===== config.mk =====
export PLATFORM = sky130hd
export DESIGN_NAME = fetch_prefetch_unit_flat
export DESIGN_NICKNAME = d
export VERILOG_FILES = /design/src/rtl/fetch_prefetch_unit_pkg.sv /design/src/rtl/fetch_prefetch_unit_if.sv /design/src/rtl/fetch_prefetch_unit_fifo.sv /design/src/rtl/fetch_prefetch_unit.sv /design/src/flat_wrapper.sv
export SDC_FILE = /design/constraint.sdc
export NUM_CORES = 1
export LEC_CHECK = 0
export CORE_UTILIZATION = 51
export CTS_CLUSTER_SIZE = 24
export DETAILED_ROUTE_END_ITERATION = 6
export GPL_TIMING_DRIVEN = 0
export HOLD_SLACK_MARGIN = 0.12
export PLACE_DENSITY = 0.9
export SETUP_SLACK_MARGIN = 0.15
export SYNTH_ARGS = -nofsm -noshare
export SYNTH_HDL_FRONTEND = slang
export SYNTH_SLANG_ARGS = --single-unit

===== constraint.sdc =====
create_clock -name clk -period 3.5 [get_ports clk]
set_clock_uncertainty 0.05 [all_clocks]
set_input_delay 0.35 -clock clk [delete_from_list [all_inputs] [get_ports clk]]
set_output_delay 0.35 -clock clk [all_outputs]
set_load 0.005 [all_outputs]

===== src/rtl/fetch_prefetch_unit_pkg.sv =====
// rtl/fetch_prefetch_unit_pkg.sv - shared pipeline constants and types for the fetch/prefetch unit
// Contents: XLEN, NOP encoding, RESET_PC/IMEM_WORDS defaults, the queue entry type,
// and the wrapped next-PC helper.
package pipeline_pkg;

    localparam int               XLEN               = 32;
    localparam logic [XLEN-1:0]  NOP                = 32'h0000_0000;
    localparam logic [XLEN-1:0]  RESET_PC_DEFAULT   = 32'h0000_0000;
    localparam int               IMEM_WORDS_DEFAULT = 1024;

    // One prefetch queue entry: instruction plus the byte address it came from.
    typedef struct packed {
        logic [XLEN-1:0] pc;
        logic [XLEN-1:0] instn;
    } fetch_entry_t;

    // Sequential PC with wrap to the instruction memory size; mask = bytes-1.
    function automatic logic [XLEN-1:0] pc_next(input logic [XLEN-1:0] pc,
                                                input logic [XLEN-1:0] mask);
        return (pc + XLEN'(4)) & mask;
    endfunction

endpackage


===== src/rtl/fetch_prefetch_unit_if.sv =====
// rtl/fetch_prefetch_unit_if.sv - instruction memory and decode-side bundle of the fetch/prefetch unit
// Signals: imem_req/imem_addr/imem_data (instruction memory), stall/redirect/redirect_pc
// (from the pipeline), valid/instn/pc_out/pc_plus4 (to decode).
// master = fetch unit side, slave = memory/pipeline side.
interface fetch_prefetch_unit_if
    import pipeline_pkg::*;
#(
    parameter int ADDR_W = 10
);
    logic              imem_req;
    logic [ADDR_W-1:0] imem_addr;
    logic [XLEN-1:0]   imem_data;
    logic              stall;
    logic              redirect;
    logic [XLEN-1:0]   redirect_pc;
    logic              valid;
    logic [XLEN-1:0]   instn;
    logic [XLEN-1:0]   pc_out;
    logic [XLEN-1:0]   pc_plus4;

    modport master (
        output imem_req, imem_addr, valid, instn, pc_out, pc_plus4,
        input  imem_data, stall, redirect, redirect_pc
    );

    modport slave (
        input  imem_req, imem_addr, valid, instn, pc_out, pc_plus4,
        output imem_data, stall, redirect, redirect_pc
    );

endinterface


===== src/rtl/fetch_prefetch_unit_fifo.sv =====
// rtl/fetch_prefetch_unit_fifo.sv - prefetch queue of {pc, instn} entries with flush
// Ports: clk, reset (async active-low), push/push_data, pop, flush, head (entry at read
// pointer), count (occupancy 0..DEPTH). Caller guarantees no push when full, no pop when empty.
module prefetch_fifo
    import pipeline_pkg::*;
#(
    parameter int DEPTH = 4
) (
    input  logic                   clk,
    input  logic                   reset,
    input  logic                   push,
    input  fetch_entry_t           push_data,
    input  logic                   pop,
    input  logic                   flush,
    output fetch_entry_t           head,
    output logic [$clog2(DEPTH):0] count
);

    localparam int PW = $clog2(DEPTH);

    fetch_entry_t   mem [DEPTH];
    logic [PW-1:0]  wr_ptr;
    logic [PW-1:0]  rd_ptr;

    // Storage needs no reset: nothing is visible until count says so.
    always_ff @(posedge clk) begin
        if (push && !flush) begin
            mem[wr_ptr] <= push_data;
        end
    end

    always_ff @(posedge clk or negedge reset) begin
        if (!reset) begin
            wr_ptr <= '0;
            rd_ptr <= '0;
            count  <= '0;
        end else if (flush) begin
            wr_ptr <= '0;
            rd_ptr <= '0;
            count  <= '0;
        end else begin
            if (push) begin
                wr_ptr <= wr_ptr + PW'(1);
            end
            if (pop) begin
                rd_ptr <= rd_ptr + PW'(1);
            end
            case ({push, pop})
                2'b10:   count <= count + (PW+1)'(1);
                2'b01:   count <= count - (PW+1)'(1);
                default: count <= count;
            endcase
        end
    end

    assign head = mem[rd_ptr];

endmodule


===== src/rtl/fetch_prefetch_unit.sv =====
// rtl/fetch_prefetch_unit.sv - instruction fetch with prefetch queue, redirect flush and stall hold
// Ports: clk, reset (async active-low), bus (fetch_prefetch_unit_if.master):
//   imem_req/imem_addr out, imem_data in (one cycle after request),
//   stall/redirect/redirect_pc in, valid/instn/pc_out/pc_plus4 out (queue head).
module fetch_prefetch_unit
    import pipeline_pkg::*;
#(
    parameter int              DEPTH      = 4,
    parameter logic [XLEN-1:0] RESET_PC   = RESET_PC_DEFAULT,
    parameter int              IMEM_WORDS = IMEM_WORDS_DEFAULT
) (
    input  logic                   clk,
    input  logic                   reset,
    fetch_prefetch_unit_if.master  bus
);

    localparam int              ADDR_W     = $clog2(IMEM_WORDS);
    localparam int              CW         = $clog2(DEPTH) + 1;
    localparam logic [XLEN-1:0] PC_MASK    = XLEN'(IMEM_WORDS * 4 - 1);
    localparam logic [XLEN-1:0] ALIGN_MASK = PC_MASK & ~XLEN'(3);

    logic [XLEN-1:0] fetch_pc;
    logic [XLEN-1:0] req_pc;
    logic            inflight;
    logic [CW-1:0]   count;
    logic [CW:0]     occupancy;
    logic            fetch_go;
    logic            push;
    logic            pop;
    logic            queue_valid;
    fetch_entry_t    push_data;
    fetch_entry_t    head;

    // Queue slots are reserved at request time, so a response always finds room.
    always_comb begin
        occupancy   = {1'b0, count} + (CW+1)'(inflight);
        fetch_go    = reset && !bus.redirect && (occupancy < (CW+1)'(DEPTH));
        queue_valid = (count != '0);
        // A response landing in a redirect cycle belongs to the old stream.
        push        = inflight && !bus.redirect;
        pop         = queue_valid && !bus.stall && !bus.redirect;
        push_data.pc    = req_pc;
        push_data.instn = bus.imem_data;
    end

    always_ff @(posedge clk or negedge reset) begin
        if (!reset) begin
            fetch_pc <= RESET_PC;
            req_pc   <= RESET_PC;
            inflight <= 1'b0;
        end else if (bus.redirect) begin
            fetch_pc <= bus.redirect_pc & ALIGN_MASK;
            inflight <= 1'b0;
        end else begin
            inflight <= fetch_go;
            if (fetch_go) begin
                req_pc   <= fetch_pc;
                fetch_pc <= pc_next(fetch_pc, PC_MASK);
            end
        end
    end

    prefetch_fifo #(
        .DEPTH (DEPTH)
    ) u_fifo (
        .clk       (clk),
        .reset     (reset),
        .push      (push),
        .push_data (push_data),
        .pop       (pop),
        .flush     (bus.redirect),
        .head      (head),
        .count     (count)
    );

    // Outputs come only from registered state, never straight from imem_data.
    assign bus.imem_req  = fetch_go;
    assign bus.imem_addr = fetch_pc[ADDR_W+1:2];
    assign bus.valid     = queue_valid;
    assign bus.instn     = queue_valid ? head.instn          : NOP;
    assign bus.pc_out    = queue_valid ? head.pc             : '0;
    assign bus.pc_plus4  = queue_valid ? head.pc + XLEN'(4)  : '0;

endmodule


===== src/flat_wrapper.sv =====
// flat-port wrapper written by rule: the top's interface ports become plain ports
module fetch_prefetch_unit_flat import pipeline_pkg::*;
#(
    parameter int              DEPTH      = 4,
    parameter logic [XLEN-1:0] RESET_PC   = RESET_PC_DEFAULT,
    parameter int              IMEM_WORDS = IMEM_WORDS_DEFAULT
)
  (clk, reset, bus_imem_req, bus_imem_addr, bus_valid, bus_instn, bus_pc_out, bus_pc_plus4, bus_imem_data, bus_stall, bus_redirect, bus_redirect_pc);
  fetch_prefetch_unit_if #(.ADDR_W(10)) bus_i ();
  input  logic clk;
  input  logic reset;
  output wire logic [$bits(bus_i.imem_req)-1:0] bus_imem_req;
  output wire logic [$bits(bus_i.imem_addr)-1:0] bus_imem_addr;
  output wire logic [$bits(bus_i.valid)-1:0] bus_valid;
  output wire logic [$bits(bus_i.instn)-1:0] bus_instn;
  output wire logic [$bits(bus_i.pc_out)-1:0] bus_pc_out;
  output wire logic [$bits(bus_i.pc_plus4)-1:0] bus_pc_plus4;
  input wire logic [$bits(bus_i.imem_data)-1:0] bus_imem_data;
  input wire logic [$bits(bus_i.stall)-1:0] bus_stall;
  input wire logic [$bits(bus_i.redirect)-1:0] bus_redirect;
  input wire logic [$bits(bus_i.redirect_pc)-1:0] bus_redirect_pc;
  assign bus_imem_req = bus_i.imem_req;
  assign bus_imem_addr = bus_i.imem_addr;
  assign bus_valid = bus_i.valid;
  assign bus_instn = bus_i.instn;
  assign bus_pc_out = bus_i.pc_out;
  assign bus_pc_plus4 = bus_i.pc_plus4;
  assign bus_i.imem_data = bus_imem_data;
  assign bus_i.stall = bus_stall;
  assign bus_i.redirect = bus_redirect;
  assign bus_i.redirect_pc = bus_redirect_pc;
  fetch_prefetch_unit #(.DEPTH(DEPTH), .RESET_PC(RESET_PC), .IMEM_WORDS(IMEM_WORDS)) u_core (.clk(clk), .reset(reset), .bus(bus_i));
endmodule

==> impl_results.md <==
- TNS Setup: 0 ps
- TritonCTS clock tree: yes
- Total wire length: 16000 um
- Internal: 0.00499 W
- Vias: 4744
- Grt total ovfl: 0
- Die area: 0.0169 mm^2
- Top FF cell, synth: edfxtp_1
- Crit path kind: reg2out
- Sequential-to-total area share from yosys stat: 68.7%
- WL/cell: 17.9 um
- Most frequent cells in the layout: edfxtp_1, clkdlybuf4s50_1, buf_4
- Area delta synth->final: 26.3%
- Post-route ant nets: 0
- Worst-case vdd ir drop: 0.384 mV
- Share of layout cells above drive strength 1: 21.5%
- Flop pwr share: 41.5%
- Cell Rows: 46
- Starting Density: 52.4%
- I/O Buffers: 110
- Largest net degree at the start of global routing: 31
- Final period utilization: 92.7%
- CP arrival: 2850 ps
- Initial antenna violation count: 0
- Vias per std cell: 5.31
- Worst-path clk slew: 70 ps
- CTS Root Cell: clkbuf_16
- Yosys cell types: 45
- Boundary pin count: 176
- Core Box Area: 0.0159 mm^2
- Most common cell after layout, fill and taps aside: edfxtp_1
- Gate power share: 31.5%
- Sw power: 0.00185 W
- Pwr dens: 648 mW/mm^2
- Synthesized instance count: 488
- Vias in the first global route: 4730
- Clk sinks: 196
- Final Hold Fails: 0
- Flip-flop and latch count after synthesis: 196
- Ys Warns: 0
- N_diodes: 0
- TritonCTS buffer count: 17
- Syn Area/Cell: 17.1 um^2
- DR DRC count: 0
- GRT Total Usage: 20.1%
- Hold WS: 435 ps
- Clock latency on the worst-skew pair: 430 ps
- Worst-Margin Slew: 664 ps
- Type of origin of the critical path: flip-flop
- Normalized max-slew margin: 55.7%
- Global-route wire length before repair: 24600 um
- Htree depth: 4
- Die height: 130 um
- Clock tree buffer depth: 2
- Drt first pass iters: 4
- Crit path capture type: output port
- Worst Path Max Fanout: 8
- Clk pwr share: 26.9%
- Tmin final: 3250 ps
- Status: completed
- HPWL after DPL: 11000 um
- Finished Layout Cells: 894
- Post-Place Cells: 860
- Number of max-cap violations: 0
- Max Slew Vio Count: 0
- RSZ-0062 raised after global routing: false
- Utilization after layout: 66.2%
- GPL Wtd Cong: 0.865
- Req. time, crit path: 3100 ps
- Number of flops mapped to enable cells by yosys: 168
- Layout Nets: 740
- Iter 0 DRT Violations: 314
- P_leak: 3.78 nW
- Die W: 130 um
- Setup Viol. Count Final: 0
- F_max: 308 MHz
- Post-synthesis async set-or-reset flop share: 14.3%
- Mapped Area: 0.00836 mm^2
- HP Class: in2async
- Sw Share: 27.0%
[power groups by stage]
| stage | clock network [W] | registers [W] | logic [W] |
|---|---|---|---|
| 5_1_grt | 0.00195 | 0.00286 | 0.00235 |
| 6_report | 0.00184 | 0.00284 | 0.00216 |
| 4_1_cts | 0.00187 | 0.00284 | 0.00219 |
| 3_3_place_gp | 0 | 0.00287 | 0.00210 |
| 3_5_place_dp | 0 | 0.00289 | 0.00218 |
| 2_1_floorplan | 0 | 0.00285 | 0.00113 |
[routing by layer]
metal	global-route usage (%)	wire length, um	part of all wire (%)	vias up
li1	-	-	-	2152
met1	24.1	6320	39	2373
met2	35.4	8420	53	194
met3	4.39	966	6.0	25
met4	7.66	318	2.0	0
met5	0	0	0	-
[worst max-delay path, stage by stage, from the launching register on]
cell	delay (ps)
dfrtp_1	370
buf_6	150
mux4_2	390
ha_2	220
nand4_1	190
or4_1	450
nand2_1	80
clkdlybuf4s50_1	560
[through the flow]
step / worst slack (ps) / cell area (um^2) / total power [W]
after floorplan: 1020 / 8520 / 0.00398
after global placement: 50.2 / 9890 / 0.00497
after detailed placement: 191 / 9970 / 0.00507
after CTS: 155 / 10600 / 0.00689
after global routing: 154 / 10600 / 0.00716
final: 254 / 10600 / 0.00684
[timing repair]
action                                 4_1_cts  5_1_grt
setup endpoints to repair                   42        2
setup buffers                                0        1
hold buffers                                 0        1
endpoints found under the hold margin        0       28
cloned                                       0        0
resized for setup                            1        4
[flip-flops by register name (all words and copies together) (netlist names)]
register / count
u_core.u_fifo.mem: 168
u_core.fetch_pc: 10
u_core.req_pc: 10
u_core.u_fifo.count: 3
u_core.u_fifo.rd_ptr: 2
u_core.u_fifo.wr_ptr: 2
u_core.inflight: 1
[cell usage after synthesis (4+ instances only)]
cell type | count | area (um^2)
inv_1 | 8 | 30.0
mux4_1 | 7 | 184
dfrtp_1 | 28 | 701
o21ai_0 | 5 | 25.0
nor2_1 | 16 | 60.1
buf_4 | 45 | 338
clkbuf_1 | 11 | 41.3
nor4_1 | 5 | 31.3
nand2_1 | 20 | 75.1
a221o_1 | 4 | 40.0
and2_1 | 45 | 282
a21oi_1 | 4 | 20.0
mux2_2 | 11 | 124
ha_1 | 6 | 75.1
a31oi_1 | 7 | 43.8
nor3_1 | 7 | 35.0
edfxtp_1 | 168 | 5040
buf_2 | 7 | 35.0
nand3_1 | 10 | 50.1
or3_1 | 4 | 25.0
xnor2_1 | 5 | 43.8
mux4_2 | 35 | 788
[cell type report]
| class | count | area (um^2) |
|---|---|---|
| repair buffers | 116 | 1200 |
| clock buffers | 23 | 510 |
| well taps | 216 | 270 |
| inverters | 8 | 30.0 |
| clock inverters | 9 | 61.3 |
| fillers | 1092 | 5380 |
| plain buffers | 65 | 440 |
| flip-flops and latches | 196 | 5750 |
| multi-input cells | 261 | 2310 |
[logic make-up after synthesis]
kind of cell	share of synthesized area [%]
other	0.0449
AO/OA/AOI/OAI	2.54
AND/OR/NAND/NOR	7.68
adder cells (fa/ha/maj)	1.14
flip-flops	68.7
multiplexers	13.2
XOR/XNOR	1.00
buffers and inverters	5.63
[final timing paths]
| path | start | end | slack, ps | cells after the start |
|---|---|---|---|---|
| worst max-delay path | u_core.u_fifo.rd_ptr[0]$_DFFE_PN0P_ | bus_pc_plus4[8] | 250 | 7 |
| worst min-delay path | reset | u_core.fetch_pc[5]$_DFFE_PN0P_ | 440 | 2 |
| worst max register to register | u_core.u_fifo.count[1]$_DFFE_PN0P_ | u_core.u_fifo.count[2]$_DFFE_PN0P_ | 780 | 7 |
| worst min register to register | u_core.req_pc[8]$_DFFE_PN0P_ | u_core.u_fifo.mem[2][40]$_DFFE_PP_ | 480 | 0 |
| max in group asynchronous | reset | u_core.u_fifo.rd_ptr[0]$_DFFE_PN0P_ | 2540 | 2 |
| min in group clk | bus_redirect_pc[2] | u_core.fetch_pc[2]$_DFFE_PN0P_ | 460 | 3 |
Power figures use the tool's default switching activity.
